## src/rtl/mem_stage_sram_ctrl.sv

```systemverilog
// MEM-stage SRAM controller: splits each 32-bit load/store into two 16-bit SRAM
// accesses and holds ready low so the upstream pipeline freezes until it completes.
module mem_stage_sram_ctrl #(
   parameter int unsigned BIT_NUMBER  = 32,
   parameter int unsigned ADDR_OFFSET = 1024,
   parameter int unsigned WAIT_CYCLES = 2
) (
   input  logic                  clk,
   input  logic                  rst,
   input  logic                  Mem_R_en,
   input  logic                  Mem_W_en,
   input  logic [BIT_NUMBER-1:0] ALU_result,
   input  logic [BIT_NUMBER-1:0] Val_Rm,
   output logic [BIT_NUMBER-1:0] Mem_read_value,
   output logic                  ready,
   output logic [17:0]           SRAM_ADDR,
   output logic [15:0]           SRAM_DQ_out,
   input  logic [15:0]           SRAM_DQ_in,
   output logic                  SRAM_DQ_oe,
   output logic                  SRAM_WE_N
);

   localparam int unsigned CntW = (WAIT_CYCLES > 1) ? $clog2(WAIT_CYCLES) : 1;
   localparam logic [CntW-1:0] CntLast = CntW'(WAIT_CYCLES - 1);

   typedef enum logic [1:0] {StIdle, StLow, StHigh, StDone} state_e;

   state_e                state_q, state_d;
   logic [CntW-1:0]       cnt_q, cnt_d;
   logic                  is_write_q, is_write_d;
   logic [16:0]           word_q, word_d;
   logic [BIT_NUMBER-1:0] data_q, data_d;
   logic [BIT_NUMBER-1:0] rdata_q, rdata_d;

   logic [BIT_NUMBER-1:0] addr_off;
   logic                  phase_last;
   logic                  unused_addr;

   // Byte offset into the SRAM window; only the word-index bits are kept.
   assign addr_off    = ALU_result - BIT_NUMBER'(ADDR_OFFSET);
   assign unused_addr = ^{addr_off[BIT_NUMBER-1:19], addr_off[1:0]};
   assign phase_last  = (cnt_q == CntLast);

   assign Mem_read_value = rdata_q;

   always_comb begin
      state_d     = state_q;
      cnt_d       = cnt_q;
      is_write_d  = is_write_q;
      word_d      = word_q;
      data_d      = data_q;
      rdata_d     = rdata_q;
      ready       = 1'b0;
      SRAM_ADDR   = '0;
      SRAM_DQ_out = '0;
      SRAM_DQ_oe  = 1'b0;
      SRAM_WE_N   = 1'b1;

      unique case (state_q)
         StIdle: begin
            ready = ~(Mem_R_en | Mem_W_en);
            if (Mem_R_en | Mem_W_en) begin
               is_write_d = Mem_W_en;
               word_d     = addr_off[18:2];
               data_d     = Val_Rm;
               cnt_d      = '0;
               state_d    = StLow;
            end
         end
         StLow: begin
            SRAM_ADDR = {word_q, 1'b0};
            if (is_write_q) begin
               SRAM_DQ_out = data_q[15:0];
               SRAM_DQ_oe  = 1'b1;
               SRAM_WE_N   = 1'b0;
            end
            if (phase_last) begin
               if (!is_write_q) rdata_d[15:0] = SRAM_DQ_in;
               cnt_d   = '0;
               state_d = StHigh;
            end else begin
               cnt_d = cnt_q + CntW'(1);
            end
         end
         StHigh: begin
            SRAM_ADDR = {word_q, 1'b1};
            if (is_write_q) begin
               SRAM_DQ_out = data_q[BIT_NUMBER-1:16];
               SRAM_DQ_oe  = 1'b1;
               SRAM_WE_N   = 1'b0;
            end
            if (phase_last) begin
               if (!is_write_q) rdata_d[BIT_NUMBER-1:16] = SRAM_DQ_in;
               cnt_d   = '0;
               state_d = StDone;
            end else begin
               cnt_d = cnt_q + CntW'(1);
            end
         end
         StDone: begin
            // The frozen request is still on the inputs here; do not restart.
            ready   = 1'b1;
            state_d = StIdle;
         end
         default: state_d = StIdle;
      endcase
   end

   always_ff @(posedge clk or negedge rst) begin
      if (!rst) begin
         state_q    <= StIdle;
         cnt_q      <= '0;
         is_write_q <= 1'b0;
         word_q     <= '0;
         data_q     <= '0;
         rdata_q    <= '0;
      end else begin
         state_q    <= state_d;
         cnt_q      <= cnt_d;
         is_write_q <= is_write_d;
         word_q     <= word_d;
         data_q     <= data_d;
         rdata_q    <= rdata_d;
      end
   end

endmodule

```

## config.mk

```make
export PLATFORM = sky130hd
export DESIGN_NAME = mem_stage_sram_ctrl
export DESIGN_NICKNAME = d
export VERILOG_FILES = /design/src/rtl/mem_stage_sram_ctrl.sv
export SDC_FILE = /design/constraint.sdc
export NUM_CORES = 1
export LEC_CHECK = 0
export ABC_AREA = 1
export CORE_MARGIN = 2
export CORE_UTILIZATION = 35
export DETAILED_ROUTE_END_ITERATION = 7
export GPL_ROUTABILITY_DRIVEN = 1
export PLACE_DENSITY = 0.67
export SLEW_MARGIN = 20
export SYNTH_ARGS = -nofsm -noshare
export SYNTH_HDL_FRONTEND = slang
export SYNTH_SLANG_ARGS = --single-unit
```

## constraint.sdc

```tcl
create_clock -name clk -period 1.3 [get_ports clk]
set_input_delay 0.13 -clock clk [delete_from_list [all_inputs] [get_ports clk]]
set_output_delay 0.13 -clock clk [all_outputs]
set_load 0.05 [all_outputs]
```

==> flow_summary.yaml <==
status:
  run_status: "finished, violations left"
  failed_checks: "negative setup slack"
setup_path:
  worstReg2RegEnd: "state_q[0]"
  crit_end: "SRAM_ADDR[2]"
  setup.worst_path.start_class: "register"
  reg2reg_setup_slack_ps: -160
  timing.critical_path.to_type: "output port"
  startpoint: "state_q[1]"
  worst_ep_arrival_time_ps: 1760
  worst_ep_required_time_ps: 1170
  r2r_cells: 8
  path_class: "reg -> out"
  worstReg2RegStart: "state_q[1]"
  crit_path_max_fanout: 8
clock_tree:
  insertion_delay_ps: 370
  cts.clk_slew.worst_paths_ps: 80
  clkSinkCount: 85
  max-clock-path-buffers: 2
  cts.htree.levels: 3
  clockRootBuffer: "clkbuf_8"
  cts_buffers: 9
  clock_tree_from_tritoncts: "built"
synthesis:
  area_of_the_mapped_netlist_um2: 3800
  synth.ff_latch_count: 85
  syn_area_per_cell_um2: 7.97
  synth_fp_nets: 567
  post_synth_num_cell_types: 17
  post_synth_inst_count: 477
  yosys_warnings: 0
  synth_seq_area_share: 0.559
timing:
  fin_skew_ps: 12.4
  layout_setup_ws_ps: -585
  finalCritPeriodShare: 1.45
  setup_tns_ps: -24290
  fmaxAchievable_mhz: 530
  final_period_minus_worst_setup_slack_ps: 1890
  rsz_0062_raised_after_global_routing: "true"
  setup_viol: 120
  timing.final.hold_violations: 0
  drv_slew: 0
  tightestPinTransition_ps: 350
  relative_max_transition_margin: 0.766
route:
  drtAntennaViolNets: 0
  detail_route.drc_violations: 0
  wl_met3_mm: 1.05
  route.vias.total: 3701
  route.final.wire_length_mm: 12.2
  routed-wl-met2_mm: 5.95
  first_pass_iters: 4
  detail_route.vias_per_cell: 4.68
  post_drt_wl_per_cell_um: 15.4
  routed.top_layer: "met4"
  detail_route.iter0.violations: 192
  met1Wirelength_mm: 5.01
layout:
  antennaDiodeCount: 0
  layout.cells.most_common_list: "nand2_1 (162), dfrtp_1 (83), clkdlybuf4s50_1 (67), buf_12 (65), inv_1 (46)"
  mostFrequentLayoutCell: "nand2_1"
  final_layout_size_suffix_gt1_frac: 0.345
  finish.net_count: 735
  syn_to_final_growth_pct: 88.5
  n_fill_cell: 797
floorplanning:
  floorplan.die_area_um2: 11700
  die-height_um: 108
  std_cell_rows: 38
  start_util: 0.356
  die_w_um: 108
  io-pin-count: 153
  core_area_um2: 10700
worst_hold_path:
  hold_class: "in -> async"
power:
  finalPower_w: 0.0209
  power_density_nw_per_um2: 2910
  irDropWorstVdd_v: 0.00194
  leakage_dissipation_nw: 3.28
place:
  gp_congestion: 0.834
  io_buffer_count: 137
  post-dp-hpwl_mm: 7.88
grt:
  grt_util_all_layers: 0.200
  number_of_global_route_vias_before_repair: 3686
  grt_first_pass_wirelength_mm: 18.1
  antenna_violations_before_repair: 0
  grt-ovfl-total: 0
  grt_start_max_net_pins: 42
run:
  total_of_max_cap_violations: 0
## worst max-delay path: stages, from the launching register on
cell and delay, ps:
dfrtp_1 380, inv_2 90, ha_4 180, buf_4 140, o21ai_4 220, buf_16 190, nor2_4 40, buf_6 150
## cells in the mapped netlist (all sizes together)
cell    number  share of area
nor2        30          0.030
ha           6          0.020
buf         18          0.026
or2          1         0.0016
nand2      198           0.20
inv         51          0.050
a21oi       17          0.022
a31oi        2         0.0033
clkbuf       4         0.0039
nand3       12          0.017
dfrtp       85           0.56
o21ai       53          0.072
## per-layer routing
metal / track usage / vias up
met4: 0.0733 / 0
li1: - / 1807
met1: 0.238 / 1753
met2: 0.332 / 128
met5: 0 / -
met3: 0.0753 / 13
## layout make-up
class / count / area (um2) / share of cell area
Inverter: 51 / 203 / 0.0283
Tap cell: 140 / 175 / 0.0244
Sequential cell: 85 / 2130 / 0.297
Clock inverter: 6 / 63.8 / 0.00890
Clock buffer: 10 / 128 / 0.0178
Multi-Input combinational cell: 321 / 1930 / 0.269
Timing Repair inverter: 1 / 11.3 / 0.00157
Timing Repair Buffer: 176 / 2530 / 0.353
## flip-flops by register name, summed over array words and instances (netlist names)
name	count
word_q	17
data_q	32
state_q	2
cnt_q	1
Mem_read_value	32
is_write_q	1
## worst min path at each step
stage | cells after the start | to | slack (ps)
final | 2 | word_q[3] | 220
after global routing | 2 | word_q[4] | 240
after CTS | 2 | word_q[3] | 230
after detailed placement | 1 | word_q[3] | 60
after global placement | 1 | word_q[3] | 60
after floorplan | 0 | Mem_read_value[0] | -170
## where the power goes
group,internal (W),total [W],switching (W)
clock,0.000885,0.00185,0.000965
combinational,0.00622,0.0139,0.00768
sequential,0.00397,0.00512,0.00114
## through the flow
| step | hold slack (ps) | cell area, um2 | worst slack [ps] | utilization | instances |
|---|---|---|---|---|---|
| 2_1_floorplan | -166 | 4180 | -288 | - | 477 |
| 3_3_place_gp | 64.3 | 6370 | -160 | 0.595 | 757 |
| 3_5_place_dp | 62.6 | 6370 | -219 | 0.595 | 757 |
| 4_1_cts | 227 | 6770 | -593 | 0.633 | 780 |
| 5_1_grt | 238 | 7170 | -653 | 0.670 | 790 |
| 6_report | 223 | 7170 | -585 | 0.670 | 790 |
## cell families (layout without fill, tap and decap cells)
logic type / after synthesis / in the layout / share of synthesized area
buffers and inverters: 73 / 244 / 0.0799
AND/OR/NAND/NOR: 241 / 243 / 0.244
adder cells (fa/ha/maj): 6 / 6 / 0.0197
flip-flops: 85 / 85 / 0.559
AO/OA/AOI/OAI: 72 / 72 / 0.0974
## timing repair
action / in CTS / in global routing
buffers inserted: 2 / 2
endpoints found under the setup margin: 65 / 110
pin swaps: 1 / 3
gates resized for setup: 29 / 90
gates cloned: 4 / 8
hold endpoints to repair: 43 / 0
hold buffers: 1 / 0
(Power assumes the default switching activity.)
